File: src/rtl/motor_rodadas_param_if.sv
`default_nettype none
// ============================================================================
// Module   : motor_rodadas_param_if
// Brief    : Bus bundle between the play engine and the UC/ROM/display side.
//            Carries start/buttons, ROM address/data, counters, score and
//            the event pulses/levels of the music-sequence game.
// Revision : 1.0 - initial release
// ============================================================================
interface motor_rodadas_param_if #(
  parameter int NUM_BOTOES = 7,
  parameter int ADDR_W     = 4,
  parameter int PONTOS_W   = 8
);
  logic                  iniciar;
  logic [NUM_BOTOES-1:0] botoes;
  logic [ADDR_W-1:0]     mem_addr;
  logic [NUM_BOTOES-1:0] mem_data;
  logic [ADDR_W-1:0]     rodada;
  logic [ADDR_W-1:0]     jogada;
  logic [3:0]            erros;
  logic [PONTOS_W-1:0]   pontos;
  logic                  nota_ok;
  logic                  nota_erro;
  logic                  fim_rodada;
  logic                  ganhou;
  logic                  perdeu;

  // Surrounding system: drives start, buttons and ROM data, observes results
  modport master (
    output iniciar, botoes, mem_data,
    input  mem_addr, rodada, jogada, erros, pontos,
    input  nota_ok, nota_erro, fim_rodada, ganhou, perdeu
  );

  // Play engine side
  modport slave (
    input  iniciar, botoes, mem_data,
    output mem_addr, rodada, jogada, erros, pontos,
    output nota_ok, nota_erro, fim_rodada, ganhou, perdeu
  );
endinterface
`default_nettype wire

File: src/rtl/motor_rodadas_param.sv
`default_nettype none
// ============================================================================
// Module   : motor_rodadas_param
// Brief    : Parametrised play engine for the music-sequence game: round and
//            note counters, button edge capture, note compare against the
//            synchronous song ROM, per-note timeout, error count and score.
// Revision : 1.0 - initial release
// ============================================================================
module motor_rodadas_param #(
  parameter int NUM_BOTOES  = 7,
  parameter int ADDR_W      = 4,
  parameter int TIMEOUT_CYC = 500,
  parameter int MAX_ERROS   = 3,
  parameter int PONTOS_W    = 8
) (
  input  logic                 clock,
  input  logic                 reset,
  motor_rodadas_param_if.slave bus
);

  localparam int                  NUM_NOTAS  = 2 ** ADDR_W;
  localparam int                  TMR_W      = $clog2(TIMEOUT_CYC);
  localparam logic [TMR_W-1:0]    TMR_LAST   = TMR_W'(TIMEOUT_CYC - 1);
  localparam logic [ADDR_W-1:0]   ULTIMA     = ADDR_W'(NUM_NOTAS - 1);
  localparam logic [3:0]          ERR_LIM    = 4'(MAX_ERROS);
  localparam logic [PONTOS_W-1:0] PONTOS_MAX = '1;

  localparam logic [2:0] S_OCIOSO  = 3'd0;
  localparam logic [2:0] S_BUSCA   = 3'd1;
  localparam logic [2:0] S_ESPERA  = 3'd2;
  localparam logic [2:0] S_COMPARA = 3'd3;
  localparam logic [2:0] S_ERRO    = 3'd4;
  localparam logic [2:0] S_FIM_ROD = 3'd5;
  localparam logic [2:0] S_FIM     = 3'd6;

  logic [2:0]            state_q,    state_d;
  logic [ADDR_W-1:0]     mem_addr_q, mem_addr_d;
  logic [ADDR_W-1:0]     rodada_q,   rodada_d;
  logic [ADDR_W-1:0]     jogada_q,   jogada_d;
  logic [3:0]            erros_q,    erros_d;
  logic [PONTOS_W-1:0]   pontos_q,   pontos_d;
  logic                  ganhou_q,   ganhou_d;
  logic                  perdeu_q,   perdeu_d;
  logic [TMR_W-1:0]      timer_q,    timer_d;
  logic                  s_prev_q,   s_prev_d;
  logic [NUM_BOTOES-1:0] nota_q,     nota_d;

  logic                  w_s;
  logic                  w_press;
  logic                  w_match;
  logic [3:0]            w_erros_inc;
  logic [31:0]           w_alvo;
  logic [31:0]           w_ganho;
  logic [31:0]           w_soma;
  logic [PONTOS_W-1:0]   w_pontos_sat;

  // Button edge detect, compare and saturating score arithmetic
  always_comb begin
    w_s         = |bus.botoes;
    w_press     = w_s & ~s_prev_q;
    w_match     = (nota_q == bus.mem_data);
    w_erros_inc = erros_q + 4'd1;
    w_alvo      = 32'(rodada_q) + 32'd1;
    w_ganho     = (w_alvo > 32'(erros_q)) ? (w_alvo - 32'(erros_q)) : 32'd0;
    w_soma      = 32'(pontos_q) + w_ganho;
    w_pontos_sat = (w_soma > 32'(PONTOS_MAX)) ? PONTOS_MAX : PONTOS_W'(w_soma);
  end

  // Next-state and counter updates for the round FSM
  always_comb begin
    state_d    = state_q;
    mem_addr_d = mem_addr_q;
    rodada_d   = rodada_q;
    jogada_d   = jogada_q;
    erros_d    = erros_q;
    pontos_d   = pontos_q;
    ganhou_d   = ganhou_q;
    perdeu_d   = perdeu_q;
    timer_d    = timer_q;
    s_prev_d   = w_s;
    nota_d     = w_press ? bus.botoes : nota_q;

    case (state_q)
      S_OCIOSO, S_FIM: begin
        if (bus.iniciar) begin
          state_d    = S_BUSCA;
          mem_addr_d = '0;
          rodada_d   = '0;
          jogada_d   = '0;
          erros_d    = '0;
          pontos_d   = '0;
          ganhou_d   = 1'b0;
          perdeu_d   = 1'b0;
        end
      end
      S_BUSCA: begin
        // ROM word for mem_addr becomes valid during this cycle
        timer_d = '0;
        state_d = S_ESPERA;
      end
      S_ESPERA: begin
        timer_d = timer_q + TMR_W'(1);
        // A press in the final timer cycle still counts as a press
        if (w_press) begin
          state_d = S_COMPARA;
        end else if (timer_q == TMR_LAST) begin
          state_d = S_ERRO;
        end
      end
      S_COMPARA: begin
        if (w_match) begin
          if (jogada_q == rodada_q) begin
            state_d = S_FIM_ROD;
          end else begin
            jogada_d   = jogada_q + ADDR_W'(1);
            mem_addr_d = mem_addr_q + ADDR_W'(1);
            state_d    = S_BUSCA;
          end
        end else begin
          state_d = S_ERRO;
        end
      end
      S_ERRO: begin
        erros_d = w_erros_inc;
        if (w_erros_inc == ERR_LIM) begin
          perdeu_d = 1'b1;
          state_d  = S_FIM;
        end else begin
          timer_d = '0;
          state_d = S_ESPERA;
        end
      end
      S_FIM_ROD: begin
        pontos_d = w_pontos_sat;
        if (rodada_q == ULTIMA) begin
          ganhou_d = 1'b1;
          state_d  = S_FIM;
        end else begin
          rodada_d   = rodada_q + ADDR_W'(1);
          jogada_d   = '0;
          erros_d    = '0;
          mem_addr_d = '0;
          state_d    = S_BUSCA;
        end
      end
      default: state_d = S_OCIOSO;
    endcase
  end

  // State registers with synchronous reset
  always_ff @(posedge clock) begin
    if (reset) begin
      state_q    <= S_OCIOSO;
      mem_addr_q <= '0;
      rodada_q   <= '0;
      jogada_q   <= '0;
      erros_q    <= '0;
      pontos_q   <= '0;
      ganhou_q   <= 1'b0;
      perdeu_q   <= 1'b0;
      timer_q    <= '0;
      s_prev_q   <= 1'b0;
      nota_q     <= '0;
    end else begin
      state_q    <= state_d;
      mem_addr_q <= mem_addr_d;
      rodada_q   <= rodada_d;
      jogada_q   <= jogada_d;
      erros_q    <= erros_d;
      pontos_q   <= pontos_d;
      ganhou_q   <= ganhou_d;
      perdeu_q   <= perdeu_d;
      timer_q    <= timer_d;
      s_prev_q   <= s_prev_d;
      nota_q     <= nota_d;
    end
  end

  assign bus.mem_addr   = mem_addr_q;
  assign bus.rodada     = rodada_q;
  assign bus.jogada     = jogada_q;
  assign bus.erros      = erros_q;
  assign bus.pontos     = pontos_q;
  assign bus.ganhou     = ganhou_q;
  assign bus.perdeu     = perdeu_q;
  assign bus.nota_ok    = (state_q == S_COMPARA) && w_match;
  assign bus.nota_erro  = (state_q == S_ERRO);
  assign bus.fim_rodada = (state_q == S_FIM_ROD);

endmodule
`default_nettype wire
File: src/flat_wrapper.sv
// flat-port wrapper written by rule: the top's interface ports become plain ports
module motor_rodadas_param_flat 
#(
  parameter int NUM_BOTOES  = 7,
  parameter int ADDR_W      = 4,
  parameter int TIMEOUT_CYC = 500,
  parameter int MAX_ERROS   = 3,
  parameter int PONTOS_W    = 8
)
  (clock, reset, bus_iniciar, bus_botoes, bus_mem_data, bus_mem_addr, bus_rodada, bus_jogada, bus_erros, bus_pontos, bus_nota_ok, bus_nota_erro, bus_fim_rodada, bus_ganhou, bus_perdeu);
  motor_rodadas_param_if #(.NUM_BOTOES(NUM_BOTOES), .ADDR_W(ADDR_W), .PONTOS_W(PONTOS_W)) bus_i ();
  input  logic clock;
  input  logic reset;
  input wire logic [$bits(bus_i.iniciar)-1:0] bus_iniciar;
  input wire logic [$bits(bus_i.botoes)-1:0] bus_botoes;
  input wire logic [$bits(bus_i.mem_data)-1:0] bus_mem_data;
  output wire logic [$bits(bus_i.mem_addr)-1:0] bus_mem_addr;
  output wire logic [$bits(bus_i.rodada)-1:0] bus_rodada;
  output wire logic [$bits(bus_i.jogada)-1:0] bus_jogada;
  output wire logic [$bits(bus_i.erros)-1:0] bus_erros;
  output wire logic [$bits(bus_i.pontos)-1:0] bus_pontos;
  output wire logic [$bits(bus_i.nota_ok)-1:0] bus_nota_ok;
  output wire logic [$bits(bus_i.nota_erro)-1:0] bus_nota_erro;
  output wire logic [$bits(bus_i.fim_rodada)-1:0] bus_fim_rodada;
  output wire logic [$bits(bus_i.ganhou)-1:0] bus_ganhou;
  output wire logic [$bits(bus_i.perdeu)-1:0] bus_perdeu;
  assign bus_i.iniciar = bus_iniciar;
  assign bus_i.botoes = bus_botoes;
  assign bus_i.mem_data = bus_mem_data;
  assign bus_mem_addr = bus_i.mem_addr;
  assign bus_rodada = bus_i.rodada;
  assign bus_jogada = bus_i.jogada;
  assign bus_erros = bus_i.erros;
  assign bus_pontos = bus_i.pontos;
  assign bus_nota_ok = bus_i.nota_ok;
  assign bus_nota_erro = bus_i.nota_erro;
  assign bus_fim_rodada = bus_i.fim_rodada;
  assign bus_ganhou = bus_i.ganhou;
  assign bus_perdeu = bus_i.perdeu;
  motor_rodadas_param #(.NUM_BOTOES(NUM_BOTOES), .ADDR_W(ADDR_W), .TIMEOUT_CYC(TIMEOUT_CYC), .MAX_ERROS(MAX_ERROS), .PONTOS_W(PONTOS_W)) u_core (.clock(clock), .reset(reset), .bus(bus_i));
endmodule
File: config.mk
export PLATFORM = sky130hd
export DESIGN_NAME = motor_rodadas_param_flat
export DESIGN_NICKNAME = d
export VERILOG_FILES = /design/src/rtl/motor_rodadas_param_if.sv /design/src/rtl/motor_rodadas_param.sv /design/src/flat_wrapper.sv
export SDC_FILE = /design/constraint.sdc
export NUM_CORES = 1
export LEC_CHECK = 0
export CAP_MARGIN = 10
export CELL_PAD_IN_SITES_DETAIL_PLACEMENT = 1
export CELL_PAD_IN_SITES_GLOBAL_PLACEMENT = 2
export CORE_MARGIN = 2
export CORE_UTILIZATION = 32
export CTS_CLUSTER_SIZE = 14
export DETAILED_ROUTE_END_ITERATION = 10
export PLACE_DENSITY = 0.82
export SLEW_MARGIN = 30
export SYNTH_ARGS = -nofsm -noshare
export SYNTH_HDL_FRONTEND = slang
export SYNTH_SLANG_ARGS = --single-unit
File: constraint.sdc
create_clock -name clock -period 5.1 [get_ports clock]
set_clock_uncertainty 0.15 [all_clocks]
set_input_delay 1.02 -clock clock [delete_from_list [all_inputs] [get_ports clock]]
set_output_delay 1.02 -clock clock [all_outputs]
set_load 0.05 [all_outputs]
==> results.txt <==
Outcome = finished, final reports clean
Final worst slack = 0.839 ns
Syn-to-layout area delta = 22.6%
Mapped Cells = 350
Crit path required time = 3.93 ns
Ys async rst share = 0%
Endpoint kind of the worst setup timing path = primary output
Wire per inst = 14.9 um
Clk pwr share = 23.2%
Post-synthesis compound-gate area fraction = 19.9%
GPL Wtd Cong = 0.749
Leak = 1.27 nW
DRC violations left = 0
RSZ-0062 raised after global routing = no
Synth Area in Adders = 10.3%
Post-synthesis cell type count = 60
WS Path Type = in -> out
Reg2Reg Launch Point = u_core.bus.rodada[0]
Most frequent cells after synthesis = 46 x dfxtp_1, 39 x nor2_1, 36 x a21oi_1
Final hold vios = 0
Final HPWL DP = 5730 um
Grt total ovfl = 0
Int Power = 0.606 mW
Net load switching power = 0.411 mW
CTS tree = done
Ports = 46
Die H = 98.8 um
Relative slew margins = 56.0%
TritonRoute pass-1 iters = 4
CORE AREA = 8720 sq um
Worst IR Drop VDD = 0.143 mV
Num rows = 34
Largest net degree at the start of global routing = 21
Maxcap violations = 0
Nets = 431
Hold endpoint = u_core.nota_q[5]
Final Core Density = 40.4%
Post-CTS setup buffer count = 0
Final setup violation count = 0
Routed Antenna Nets = 0
Global-route wire length before repair = 12900 um
Vias in the first global route = 2678
Sink Count = 46
Count leader, synth = dfxtp_1
I/O Buffers = 45
Worst hold-check path type = reg -> reg
Antenna cells = 0
Synth Flop Type = dfxtp_1
Seq/Total Area, Yosys = 32.0%
Worst Reg-to-Reg Cells = 18
Clk_lat worst skew = 0.30 ns
Synth Area in Simple Gates = 25.1%
Mux contribution to synthesized area = 1.39%
Hold_sp = u_core.nota_q[5]
Setup slack, reg-to-reg = 1.05 ns
H-tree Lvls = 2
Mapped Nets = 388
Total global-route track usage = 15.9%
Vias per cell = 5.30
Tmin final = 4.26 ns
Total die area = 9760 sq um
Iter 0 DRT Violations = 60
Critical Path Source = bus_mem_data[6]
DIE WIDTH = 98.8 um
Post-synth EDFFs = 0
Switching share of power = 40.4%
Yosys reg bits = 46
Share of layout cells above drive strength 1 = 6.60%
Maximum clock insertion buffer count = 2
Capturing point of the worst reg2reg path = u_core.bus.pontos[7]
Pre-CTS setup slack = 0.838 ns
Tcrit/Tclk final = 83.5%
WHS Path Cells = 2
Post-Syn Area = 2880 sq um
Leading post-synthesis cells by cell area = dfxtp_1 32%, ha_1 7.8%, a21oi_1 6.3%
Synth Area in XOR/XNOR = 7.31%
Worst-margin pin slew = 0.657 ns
CP Max Fanout = 4
Layout Cells excl Fill = 502
Setup crit start kind = primary input
Initial antenna violation count = 0
Synth warnings = 0
Largest family of logic cells by synthesized area = simple AND/OR/NAND/NOR gates
CTS Root Cell = clkbuf_8
Reg power frac = 41.6%
Area leader, netlist = dfxtp_1
CTS resizes = 0
Total CTS buffers = 5
Clock transition at path regs = 0.10 ns
Setup tns final = 0 ns
Hold buffer count at cts = 0
Routed vias = 2659
Critical path arrival = 3.09 ns
Cell total after placement = 494
Cell Pwr Density = 288 nW/um^2
Logic pwr share = 35.2%
F_max = 0.235 GHz
Detailed Route WL = 7470 um
Max-slew violations = 0
Yosys top cell area share = 32.0%
Initial Utilization = 33.0%
Syn Area/Cell = 8.22 sq um
registers in the layout, summed over array words and instances, names as in the netlist, 3 cells and up:
signal,flops
u_core.bus.jogada,4
u_core.state_q,3
u_core.bus.rodada,4
u_core.bus.pontos,8
u_core.timer_q,9
u_core.nota_q,7
u_core.bus.mem_addr,4
u_core.bus.erros,4
through the flow:
stage	hold WS [ns]	power, mW	area [sq um]
after CTS	0.332	1.03	3510
after global routing	0.358	1.10	3530
after floorplan	0.299	0.686	2880
after global placement	0.310	0.781	3420
after detailed placement	0.316	0.785	3420
final	0.328	1.02	3530
cell type report:
| class | count | area [sq um] |
|---|---|---|
| sequential | 46 | 921 |
| multi-input combinational | 277 | 1850 |
| tap | 108 | 135 |
| fill | 1040 | 5190 |
| clock buffer | 5 | 68.8 |
| timing repair buffer | 47 | 465 |
| inverter | 16 | 60.1 |
| clock inverter | 3 | 21.3 |
layout by cell type, fill, tap and decap left out, types with 3 or more instances in the layout:
cell             instances
a211oi_1                 9
a21o_1                   4
a21oi_1                 36
a22oi_1                  3
clkbuf_8                 5
clkdlybuf4s50_1         45
dfxtp_1                 46
fa_1                     3
ha_1                    18
inv_1                   15
mux2i_1                  4
nand2_1                 30
nand2b_1                 9
nand3_1                  9
nand4_1                  8
nor2_1                  39
nor2b_1                  7
nor3_1                  12
o21ai_0                 12
or3_1                    3
xnor2_1                 19
xor2_1                   5
power groups by stage:
stage	logic [mW]	clock network (mW)	registers, mW
final	0.358	0.235	0.423
after detailed placement	0.354	0	0.431
after global routing	0.408	0.260	0.430
after floorplan	0.272	0	0.414
after global placement	0.351	0	0.430
after CTS	0.356	0.248	0.422
routing by layer:
layer	share of wire, %	GRT usage (%)
met1	47	21.0
met2	49	27.3
met3	2.8	2.70
met4	0.79	3.48
met5	0	0
worst max-delay path, cell delays in order:
cell             delay [ns]
clkdlybuf4s50_1        0.48
xnor2_1                0.12
nand3_1                0.16
nor3_1                 0.42
clkdlybuf4s50_1        0.89
worst max path at each step:
stage / to
2_1_floorplan: u_core.bus.pontos[0]
3_3_place_gp: bus_nota_ok
3_5_place_dp: bus_nota_ok
4_1_cts: bus_nota_ok
5_1_grt: u_core.bus.pontos[7]
6_report: bus_nota_ok
kinds of logic after synthesis:
| group | after synthesis |
|---|---|
| compound gates | 88 |
| xor+xnor | 24 |
| fa+ha+maj | 22 |
| buf+inv | 27 |
| flops | 46 |
| mux | 4 |
| other cells | 1 |
| simple gates | 138 |
Note: power is estimated with default switching activity, not from simulation.
